--- src/rtl/warships_pkg.sv ---
// -----------------------------------------------------------------------------
// warships_pkg
// Shared definitions for the board-to-board player link: payload layout,
// bit-index constants, TX/RX state encodings and the even-parity helper.
// Optional feature macro used by the link: PLAYER_LINK_PARITY_EN.
// -----------------------------------------------------------------------------
package warships_pkg;

    localparam int PAYLOAD_W            = 10;
    localparam int CORDS_LSB            = 0;
    localparam int HIT_BIT              = 8;
    localparam int READY_BIT            = 9;
    localparam int DEFAULT_CLKS_PER_BIT = 564;
    localparam int CNT_W                = 12;

    typedef enum logic [2:0] {
        TX_IDLE   = 3'd0,
        TX_START  = 3'd1,
        TX_DATA   = 3'd2,
        TX_PARITY = 3'd3,
        TX_STOP   = 3'd4
    } tx_state_t;

    typedef enum logic [2:0] {
        RX_IDLE   = 3'd0,
        RX_START  = 3'd1,
        RX_DATA   = 3'd2,
        RX_PARITY = 3'd3,
        RX_STOP   = 3'd4,
        RX_BREAK  = 3'd5
    } rx_state_t;

    // Even-parity bit: makes the total count of ones (payload + bit) even.
    function automatic logic even_parity(input logic [PAYLOAD_W-1:0] data);
        return ^data;
    endfunction

endpackage

--- src/rtl/player_link_rx.sv ---
// -----------------------------------------------------------------------------
// player_link_rx
// Receive half of the player link: 2-FF synchronizer on rx, RX frame FSM and
// the registered remote handshake outputs.
// Ports:
//   clk, rst          system clock, synchronous active-low reset
//   rx                asynchronous serial line in (idle high)
//   ready2/hit2       last valid remote ready/hit flags
//   ship_cords_in     last valid remote coordinates
//   rx_valid          one-cycle pulse when a good frame updates the outputs
//   link_err          one-cycle pulse on framing (or parity) error
// Optional: PLAYER_LINK_PARITY_EN adds an even-parity bit before stop.
// -----------------------------------------------------------------------------
module player_link_rx
    import warships_pkg::*;
#(
    parameter int CLKS_PER_BIT = DEFAULT_CLKS_PER_BIT
) (
    input  logic       clk,
    input  logic       rst,
    input  logic       rx,
    output logic       ready2,
    output logic       hit2,
    output logic [7:0] ship_cords_in,
    output logic       rx_valid,
    output logic       link_err
);

    localparam logic [CNT_W-1:0] BIT_LAST  = CNT_W'(CLKS_PER_BIT - 1);
    localparam logic [CNT_W-1:0] HALF_LAST = CNT_W'(CLKS_PER_BIT / 2 - 1);
    localparam logic [3:0]       LAST_BIT  = 4'(PAYLOAD_W - 1);

    logic                 sync1_q, sync2_q;
    logic                 rx_s;
    rx_state_t            state_q, state_d;
    logic [CNT_W-1:0]     cnt_q, cnt_d;
    logic [3:0]           bit_q, bit_d;
    logic [PAYLOAD_W-1:0] shift_q, shift_d;
    logic                 perr_q, perr_d;   // parity mismatch seen in this frame
    logic                 ready2_q, ready2_d;
    logic                 hit2_q, hit2_d;
    logic [7:0]           cords_q, cords_d;
    logic                 valid_q, valid_d;
    logic                 err_q, err_d;

    assign rx_s = sync2_q;

    // RX frame FSM next-state and output computation.
    always_comb begin
        state_d  = state_q;
        cnt_d    = cnt_q + 12'd1;
        bit_d    = bit_q;
        shift_d  = shift_q;
        perr_d   = perr_q;
        ready2_d = ready2_q;
        hit2_d   = hit2_q;
        cords_d  = cords_q;
        valid_d  = 1'b0;
        err_d    = 1'b0;
        case (state_q)
            RX_IDLE: begin
                cnt_d  = 12'd0;
                bit_d  = 4'd0;
                perr_d = 1'b0;
                if (!rx_s) begin
                    state_d = RX_START;
                end else begin
                    state_d = RX_IDLE;
                end
            end
            RX_START: begin
                // Re-check at mid start bit; a high line here was only a glitch.
                if (cnt_q == HALF_LAST) begin
                    cnt_d = 12'd0;
                    if (rx_s) begin
                        state_d = RX_IDLE;
                    end else begin
                        state_d = RX_DATA;
                    end
                end else begin
                    state_d = RX_START;
                end
            end
            RX_DATA: begin
                if (cnt_q == BIT_LAST) begin
                    cnt_d   = 12'd0;
                    shift_d = {rx_s, shift_q[PAYLOAD_W-1:1]};   // LSB first
                    bit_d   = bit_q + 4'd1;
                    if (bit_q == LAST_BIT) begin
`ifdef PLAYER_LINK_PARITY_EN
                        state_d = RX_PARITY;
`else
                        state_d = RX_STOP;
`endif
                    end else begin
                        state_d = RX_DATA;
                    end
                end else begin
                    state_d = RX_DATA;
                end
            end
            RX_PARITY: begin
                if (cnt_q == BIT_LAST) begin
                    cnt_d   = 12'd0;
                    perr_d  = rx_s ^ even_parity(shift_q);
                    state_d = RX_STOP;
                end else begin
                    state_d = RX_PARITY;
                end
            end
            RX_STOP: begin
                if (cnt_q == BIT_LAST) begin
                    cnt_d = 12'd0;
                    if (!rx_s) begin
                        err_d   = 1'b1;
                        state_d = RX_BREAK;
                    end else if (perr_q) begin
                        err_d   = 1'b1;
                        state_d = RX_IDLE;
                    end else begin
                        ready2_d = shift_q[READY_BIT];
                        hit2_d   = shift_q[HIT_BIT];
                        cords_d  = shift_q[CORDS_LSB +: 8];
                        valid_d  = 1'b1;
                        state_d  = RX_IDLE;
                    end
                end else begin
                    state_d = RX_STOP;
                end
            end
            RX_BREAK: begin
                // Line held low past the stop bit: wait for it to recover.
                cnt_d = 12'd0;
                if (rx_s) begin
                    state_d = RX_IDLE;
                end else begin
                    state_d = RX_BREAK;
                end
            end
            default: begin
                cnt_d   = 12'd0;
                state_d = RX_IDLE;
            end
        endcase
    end

    // Synchronizer and RX state registers with synchronous active-low reset.
    always_ff @(posedge clk) begin
        if (!rst) begin
            sync1_q  <= 1'b1;
            sync2_q  <= 1'b1;
            state_q  <= RX_IDLE;
            cnt_q    <= 12'd0;
            bit_q    <= 4'd0;
            shift_q  <= 10'd0;
            perr_q   <= 1'b0;
            ready2_q <= 1'b0;
            hit2_q   <= 1'b0;
            cords_q  <= 8'd0;
            valid_q  <= 1'b0;
            err_q    <= 1'b0;
        end else begin
            sync1_q  <= rx;
            sync2_q  <= sync1_q;
            state_q  <= state_d;
            cnt_q    <= cnt_d;
            bit_q    <= bit_d;
            shift_q  <= shift_d;
            perr_q   <= perr_d;
            ready2_q <= ready2_d;
            hit2_q   <= hit2_d;
            cords_q  <= cords_d;
            valid_q  <= valid_d;
            err_q    <= err_d;
        end
    end

    assign ready2        = ready2_q;
    assign hit2          = hit2_q;
    assign ship_cords_in = cords_q;
    assign rx_valid      = valid_q;
    assign link_err      = err_q;

endmodule

--- src/rtl/player_link.sv ---
// -----------------------------------------------------------------------------
// player_link
// Serial link between the two game boards. Sends the local FSM handshake
// {ready1, hit1, ship_cords_out} as a UART-style frame whenever it differs
// from the last value sent, and receives the opponent's frames through
// player_link_rx.
// Frame: start(0), 10 payload bits LSB first, [even parity], stop(1).
// Ports:
//   clk, rst                 system clock, synchronous active-low reset
//   ready1, hit1, ship_cords_out   local values to transmit
//   ready2, hit2, ship_cords_in    last valid remote values
//   tx / rx                  serial line out (idle high) / in (asynchronous)
//   rx_valid, link_err       one-cycle receive status pulses
// Optional: define PLAYER_LINK_PARITY_EN for the parity bit (13-bit frame).
// -----------------------------------------------------------------------------
module player_link
    import warships_pkg::*;
#(
    parameter int CLKS_PER_BIT = DEFAULT_CLKS_PER_BIT
) (
    input  logic       clk,
    input  logic       rst,
    input  logic       ready1,
    input  logic       hit1,
    input  logic [7:0] ship_cords_out,
    output logic       ready2,
    output logic       hit2,
    output logic [7:0] ship_cords_in,
    output logic       tx,
    input  logic       rx,
    output logic       rx_valid,
    output logic       link_err
);

    localparam logic [CNT_W-1:0] BIT_LAST = CNT_W'(CLKS_PER_BIT - 1);
    localparam logic [3:0]       LAST_BIT = 4'(PAYLOAD_W - 1);

    logic [PAYLOAD_W-1:0] payload_s;
    tx_state_t            state_q, state_d;
    logic [CNT_W-1:0]     cnt_q, cnt_d;
    logic [3:0]           bit_q, bit_d;
    logic [PAYLOAD_W-1:0] shift_q, shift_d;
    logic [PAYLOAD_W-1:0] last_q, last_d;
    logic                 tx_q, tx_d;

    // Pack the local handshake into the payload layout.
    always_comb begin
        payload_s                  = 10'd0;
        payload_s[CORDS_LSB +: 8]  = ship_cords_out;
        payload_s[HIT_BIT]         = hit1;
        payload_s[READY_BIT]       = ready1;
    end

    // TX frame FSM: tx_d is the line level for the next cycle.
    always_comb begin
        state_d = state_q;
        cnt_d   = cnt_q + 12'd1;
        bit_d   = bit_q;
        shift_d = shift_q;
        last_d  = last_q;
        tx_d    = tx_q;
        case (state_q)
            TX_IDLE: begin
                cnt_d = 12'd0;
                bit_d = 4'd0;
                // Only the value present when idle is compared, so changes
                // made during a frame collapse into the latest one.
                if (payload_s != last_q) begin
                    shift_d = payload_s;
                    last_d  = payload_s;
                    tx_d    = 1'b0;
                    state_d = TX_START;
                end else begin
                    tx_d    = 1'b1;
                    state_d = TX_IDLE;
                end
            end
            TX_START: begin
                if (cnt_q == BIT_LAST) begin
                    cnt_d   = 12'd0;
                    tx_d    = shift_q[0];
                    state_d = TX_DATA;
                end else begin
                    state_d = TX_START;
                end
            end
            TX_DATA: begin
                if (cnt_q == BIT_LAST) begin
                    cnt_d   = 12'd0;
                    shift_d = {1'b0, shift_q[PAYLOAD_W-1:1]};
                    bit_d   = bit_q + 4'd1;
                    if (bit_q == LAST_BIT) begin
`ifdef PLAYER_LINK_PARITY_EN
                        tx_d    = even_parity(last_q);
                        state_d = TX_PARITY;
`else
                        tx_d    = 1'b1;
                        state_d = TX_STOP;
`endif
                    end else begin
                        tx_d    = shift_q[1];
                        state_d = TX_DATA;
                    end
                end else begin
                    state_d = TX_DATA;
                end
            end
            TX_PARITY: begin
                if (cnt_q == BIT_LAST) begin
                    cnt_d   = 12'd0;
                    tx_d    = 1'b1;
                    state_d = TX_STOP;
                end else begin
                    state_d = TX_PARITY;
                end
            end
            TX_STOP: begin
                // Always passes through TX_IDLE, giving at least one idle cycle.
                if (cnt_q == BIT_LAST) begin
                    cnt_d   = 12'd0;
                    tx_d    = 1'b1;
                    state_d = TX_IDLE;
                end else begin
                    state_d = TX_STOP;
                end
            end
            default: begin
                cnt_d   = 12'd0;
                tx_d    = 1'b1;
                state_d = TX_IDLE;
            end
        endcase
    end

    // TX state registers; reset aborts any frame and returns tx high.
    always_ff @(posedge clk) begin
        if (!rst) begin
            state_q <= TX_IDLE;
            cnt_q   <= 12'd0;
            bit_q   <= 4'd0;
            shift_q <= 10'd0;
            last_q  <= 10'd0;
            tx_q    <= 1'b1;
        end else begin
            state_q <= state_d;
            cnt_q   <= cnt_d;
            bit_q   <= bit_d;
            shift_q <= shift_d;
            last_q  <= last_d;
            tx_q    <= tx_d;
        end
    end

    assign tx = tx_q;

    player_link_rx #(
        .CLKS_PER_BIT (CLKS_PER_BIT)
    ) u_rx (
        .clk           (clk),
        .rst           (rst),
        .rx            (rx),
        .ready2        (ready2),
        .hit2          (hit2),
        .ship_cords_in (ship_cords_in),
        .rx_valid      (rx_valid),
        .link_err      (link_err)
    );

endmodule
--- config.mk ---
export PLATFORM = sky130hd
export DESIGN_NAME = player_link
export DESIGN_NICKNAME = d
export VERILOG_FILES = /design/src/rtl/warships_pkg.sv /design/src/rtl/player_link_rx.sv /design/src/rtl/player_link.sv
export SDC_FILE = /design/constraint.sdc
export NUM_CORES = 1
export LEC_CHECK = 0
export BUFFER_PORTS_ARGS = -buffer_cell sky130_fd_sc_hd__buf_2
export CAP_MARGIN = 20
export CORE_MARGIN = 2
export CORE_UTILIZATION = 45
export CTS_BUF_LIST = sky130_fd_sc_hd__clkbuf_8
export CTS_CLUSTER_SIZE = 14
export DETAILED_ROUTE_END_ITERATION = 8
export PLACE_DENSITY = 0.7
export SETUP_SLACK_MARGIN = 0.05
export SYNTH_ARGS = -nofsm -noshare
export SYNTH_HDL_FRONTEND = slang
export SYNTH_HIERARCHICAL = 1
export SYNTH_SLANG_ARGS = --single-unit
--- constraint.sdc ---
create_clock -name clk -period 5.35 [get_ports clk]
set_input_delay 1.07 -clock clk [delete_from_list [all_inputs] [get_ports clk]]
set_output_delay 1.07 -clock clk [all_outputs]
set_load 0.1 [all_outputs]
After elaboration in Yosys (flattened, before gate mapping)
Index checks and enable logic that the tools add are counted.
- mux-type cells: 37
- eq/ne operators: 21
- add/sub/neg operators: 4
- bitwise gates (word level): 4
- reduce and logical (&&, ||, !) cells: 20
- operators by type and width (cell ; number):
    two-way mux 3 bit ; 9
    adder 12 x 1 -> 12 bit, second input constant ; 2
    == test 12 x 10 -> 1 bit, second input constant ; 2
    two-way mux 12 bit ; 2
    case mux 12 bit (2 select lines) ; 1
    two-way mux 10 bit ; 2
    case mux 10 bit (2 select lines) ; 1
    case mux 3 bit (6 select lines) ; 1
    case mux 4 bit (2 select lines) ; 2
    case mux 3 bit (5 select lines) ; 1
    == test 12 x 9 -> 1 bit, second input constant ; 1
    == test 3 x 2 -> 1 bit, second input constant ; 4
    two-way mux 1 bit ; 11
    != test 10 bit ; 1
    AND reduction 2 bit ; 5
    parity 10 bit ; 1
    == test 3 bit, second input constant ; 3
    AND reduction 3 bit ; 3
    adder 4 x 1 -> 4 bit, second input constant ; 2
    == test 4 bit, second input constant ; 2
    two-way mux 4 bit ; 2
    AND reduction 4 bit ; 2
    == test 3 x 1 -> 1 bit, second input constant ; 2
    logical NOT 3 bit ; 2
    11 further kinds ; 22
- word-level logic and storage cells: 104
- bits in registers: 84
- bits of input ports: 13
- output and inout port bits: 13

Logic depth before layout (Yosys ltp)
- depth in word-level cells: 4
- depth in mapped cells: 8

By module
The synthesis kept the hierarchy.
- modules (own cells, without submodules) (module ; sequential area each (µm²) ; cells each ; area an instance (µm²) ; instances):
    player_link_rx ; 880.8 ; 221 ; 2037.0 ; 1
    player_link ; 800.8 ; 224 ; 1964.4 ; 1

Worst setup path after synthesis
No wires, ideal clock.
- path type: input to register
- start: input port ship_cords_out[2]
- end: register, netlist name shift_q[0]
- stages on the path: 6
- arrival time: 2.100 ns
- path slack: 3.178 ns
- data required time: 5.278 ns
- buffers on the path: 1
- cell sequence: xnor2_1 -> nand4_1 -> nor3_1 -> a21o_1 -> buf_4 -> mux2i_1
- RTL lines (item ; RTL line ; RTL):
    start: declaration ; player_link.sv:25 ; input logic [7:0] ship_cords_out,

Worst setup path in the final report
- start: register u_rx.cnt_q[0]
- end: register u_rx.hit2_q (netlist: u_rx/hit2)
- cells in the longest elaborated chain, start to end: 2
- RTL lines (item ; RTL line ; RTL):
    start: declaration ; player_link_rx.sv:36 ; logic [CNT_W-1:0] cnt_q, cnt_d;
    start signal: assignment ; player_link_rx.sv:166 ; cnt_q <= cnt_d;
    == test 12 x 10 -> 1 bit ; player_link_rx.sv:112 ; if (cnt_q == BIT_LAST) begin
    AND reduction 4 bit (no source line) ; - ;
    end signal: assignment ; player_link_rx.sv:171 ; hit2_q <= hit2_d;
    end: declaration ; player_link_rx.sv:41 ; logic hit2_q, hit2_d;
No other way between the ends.
A chain may end at the register's enable or synchronous reset.

==> flow_summary.toml <==
[cts]
clk_latency_ns = 0.35
clkTransAtPathRegs_ns = 0.08
postCtsSetupBuffers = 0
cts_buffers = 9
clock-root-buffer = "clkbuf_8"
cts_max_path_buffers = 2
cts_tree = "yes"
cts_resized = 0
htreeDepth = 3
cts_num_sinks = 84
hold_buffers = 0

[logic_synthesis]
synth_area_um2 = 4000
synth_top_family_by_area = "simple AND/OR/NAND/NOR gates"
ys_ff_latch = 84
synth_top_cell_area_share_pct = 42.0
synthTopCellsByArea = "dfxtp_1 (42%), nand2_1 (7.1%), mux2i_1 (5.5%), xnor2_1 (5.5%), nor2_1 (3.6%)"
synth_top_area_cell = "dfxtp_1"
ys_warn_count = 6
avgSynthCellArea_um2 = 8.99
synth.area.mux_share_pct = 5.78
yosysSeqAreaShare_pct = 42.0
synth-xor-area-share_pct = 8.97
synthArstFlopShare_pct = 0
synth-edff-count = 0
synth_fa_ha_area_share_pct = 2.19
synth_compound_area_share_pct = 10.6
yosys.area_share.simple_pct = 27.1
syn_inst = 445
synth_flop_cell = "dfxtp_1"
ys_types = 60
syn_nets = 465

[placed_design]
dpl.hpwl_um = 5220
place_ws_ns = 2.69
gp_congestion = 0.805
portBuffers = 25

[power]
peakVddDrop_v = 0.000125
total_power_w = 0.00118
power.density_nw_per_um2 = 270
p_leak_nw = 1.69

[worst_setup_path]
critPathArrivalTime_ns = 2.85
worst_path_max_delay_cell = "nand3_1"
worstPathCellList = "ha_1 -> nand2_1 -> nor4_4 -> nand3_1 -> mux2i_1 -> nor2b_1"
cp.required_ns = 5.59
endpoint_kind = "flop"
slowest_delay_ns = 0.65
critPathKind = "reg -> reg"
worst_setup_path_start_kind = "flop"
crit_path_max_fanout = 12

[run]
cap_violations = 0

[timing]
finalSetupTns_ns = 0
tightestPinTransition_ns = 0.664
max_freq_mhz = 384
finalCritPeriodShare_pct = 48.7
rsz0062_at_grt = "no"
max_slew_margin_pct = 55.4
finalHoldViolations = 0
clock-skew-final_ns = 0.00635
fin_ws_ns = 2.74
setup_viol = 0
finalMaxSlewViolations = 0
min_period_ns = 2.61

[route]
dr_total_vias = 2989
routed_wl_um = 7500
via_per_inst = 5.21
drc_errors = 0
drt_iter0_drc = 114
dr.pass1.iters = 4
postRouteAntennaNets = 0
routedWlPerCell_um = 13.1

[floorplanning]
fp.dieW_um = 98.3
die_h_um = 98.3
rows = 34
core_um2 = 8680
start_util_pct = 46.1
io_pins = 26
die_area_um2 = 9660

[grt]
grt_pass1_vias = 2906
antenna_found_initial = 0
grt_pass1_wl_um = 12900
grt_start_max_net_pins = 66
grt_overflow_total = 0
grt.total_usage_pct = 16.1

[outcome]
outcome = "finished clean"

[worst_hold_path]
hp-class = "reg -> reg"

[final_layout]
nNetsFinal = 482
num_antenna_cells = 0
syn_to_final_growth_pct = 8.76
drive_above_1_share_pct = 12.7
-- worst max-delay path: cells and delay by family (launching register included) --
kind | cells | cell delay, ns
AND/OR/NAND/NOR | 4 | 1.50
flip-flops | 1 | 0.42
multiplexers | 1 | 0.34
adder cells (fa/ha/maj) | 1 | 0.24
-- Yosys cell counts, drive strengths merged (8+ instances only) --
master	n
o211ai	8
a21boi	18
nand2	77
xor2	16
and3	11
nand2b	10
buf	8
mux2i	22
dfxtp	84
nor2b	18
nand3	12
clkbuf	12
xnor2	25
nor2	39
-- final timing paths --
check | start | endpoint | slack, ns | cells past startpoint
max | u_rx/cnt_q[0] | u_rx/hit2 | 2.74 | 6
min | u_rx/sync1_q | u_rx/rx_s | 0.42 | 1
max reg2reg | u_rx/cnt_q[0] | u_rx/hit2 | 2.74 | 6
min reg2reg | u_rx/sync1_q | u_rx/rx_s | 0.42 | 1
-- routing by layer --
layer / vias up / track usage, % / part of all wire (%)
met4: 0 / 6.95 / 1.6
li1: 1548 / - / -
met3: 13 / 3.36 / 2.5
met5: - / 0 / 0
met2: 32 / 26.9 / 49
met1: 1396 / 20.1 / 47
-- layout by cell type, fill, tap and decap left out, types with 12 or more instances in the layout --
cell type,count
buf_2,25
nand2_1,76
dfxtp_1,84
nor2b_1,18
nor2_1,38
xor2_1,16
nand3_1,12
xnor2_1,25
mux2i_1,22
-- per-stage QoR --
| stage | instance area, µm² | utilization, % | std cells | hold slack [ns] |
|---|---|---|---|---|
| 2_1_floorplan | 4000 | - | 445 | 0.386 |
| 3_3_place_gp | 4160 | 48.0 | 559 | 0.393 |
| 3_5_place_dp | 4160 | 48.0 | 559 | 0.402 |
| 4_1_cts | 4350 | 50.1 | 574 | 0.423 |
| 5_1_grt | 4350 | 50.1 | 574 | 0.467 |
| 6_report | 4350 | 50.1 | 574 | 0.419 |
-- final cells by class --
| cell class | instances | area (µm²) |
|---|---|---|
| clock buffer | 10 | 138 |
| sequential | 84 | 1680 |
| tap | 108 | 135 |
| clock inverter | 5 | 52.6 |
| inverter | 7 | 26.3 |
| timing repair buffer | 26 | 133 |
| multi-input combinational | 334 | 2190 |
| fill | 857 | 4330 |
-- flip-flops by register name, summed over array words and instances (netlist names), 3 cells and up --
name and cells:
bit_q 4, cnt_q 12, last_q 10, shift_q 10, state_q 3, u_rx/bit_q 4, u_rx/cnt_q 12, u_rx/shift_q 10
u_rx/ship_cords_in 8, u_rx/state_q 3
-- cell families (layout without fill, tap and decap cells) --
logic type	count (synthesis)	in the layout
buf+inv	27	48
simple gates	205	205
compound gates	58	58
fa+ha+maj	7	7
mux	23	23
xor+xnor	41	41
flops	84	84
-- power by group --
group          internal (W)  switching [W]  leakage (nW)
combinational     0.0000333      0.0000450         0.906
sequential         0.000639      0.0000120         0.682
clock              0.000224       0.000223        0.0979
total              0.000896       0.000279          1.69
No activity file was read; power rests on OpenSTA's default activity.
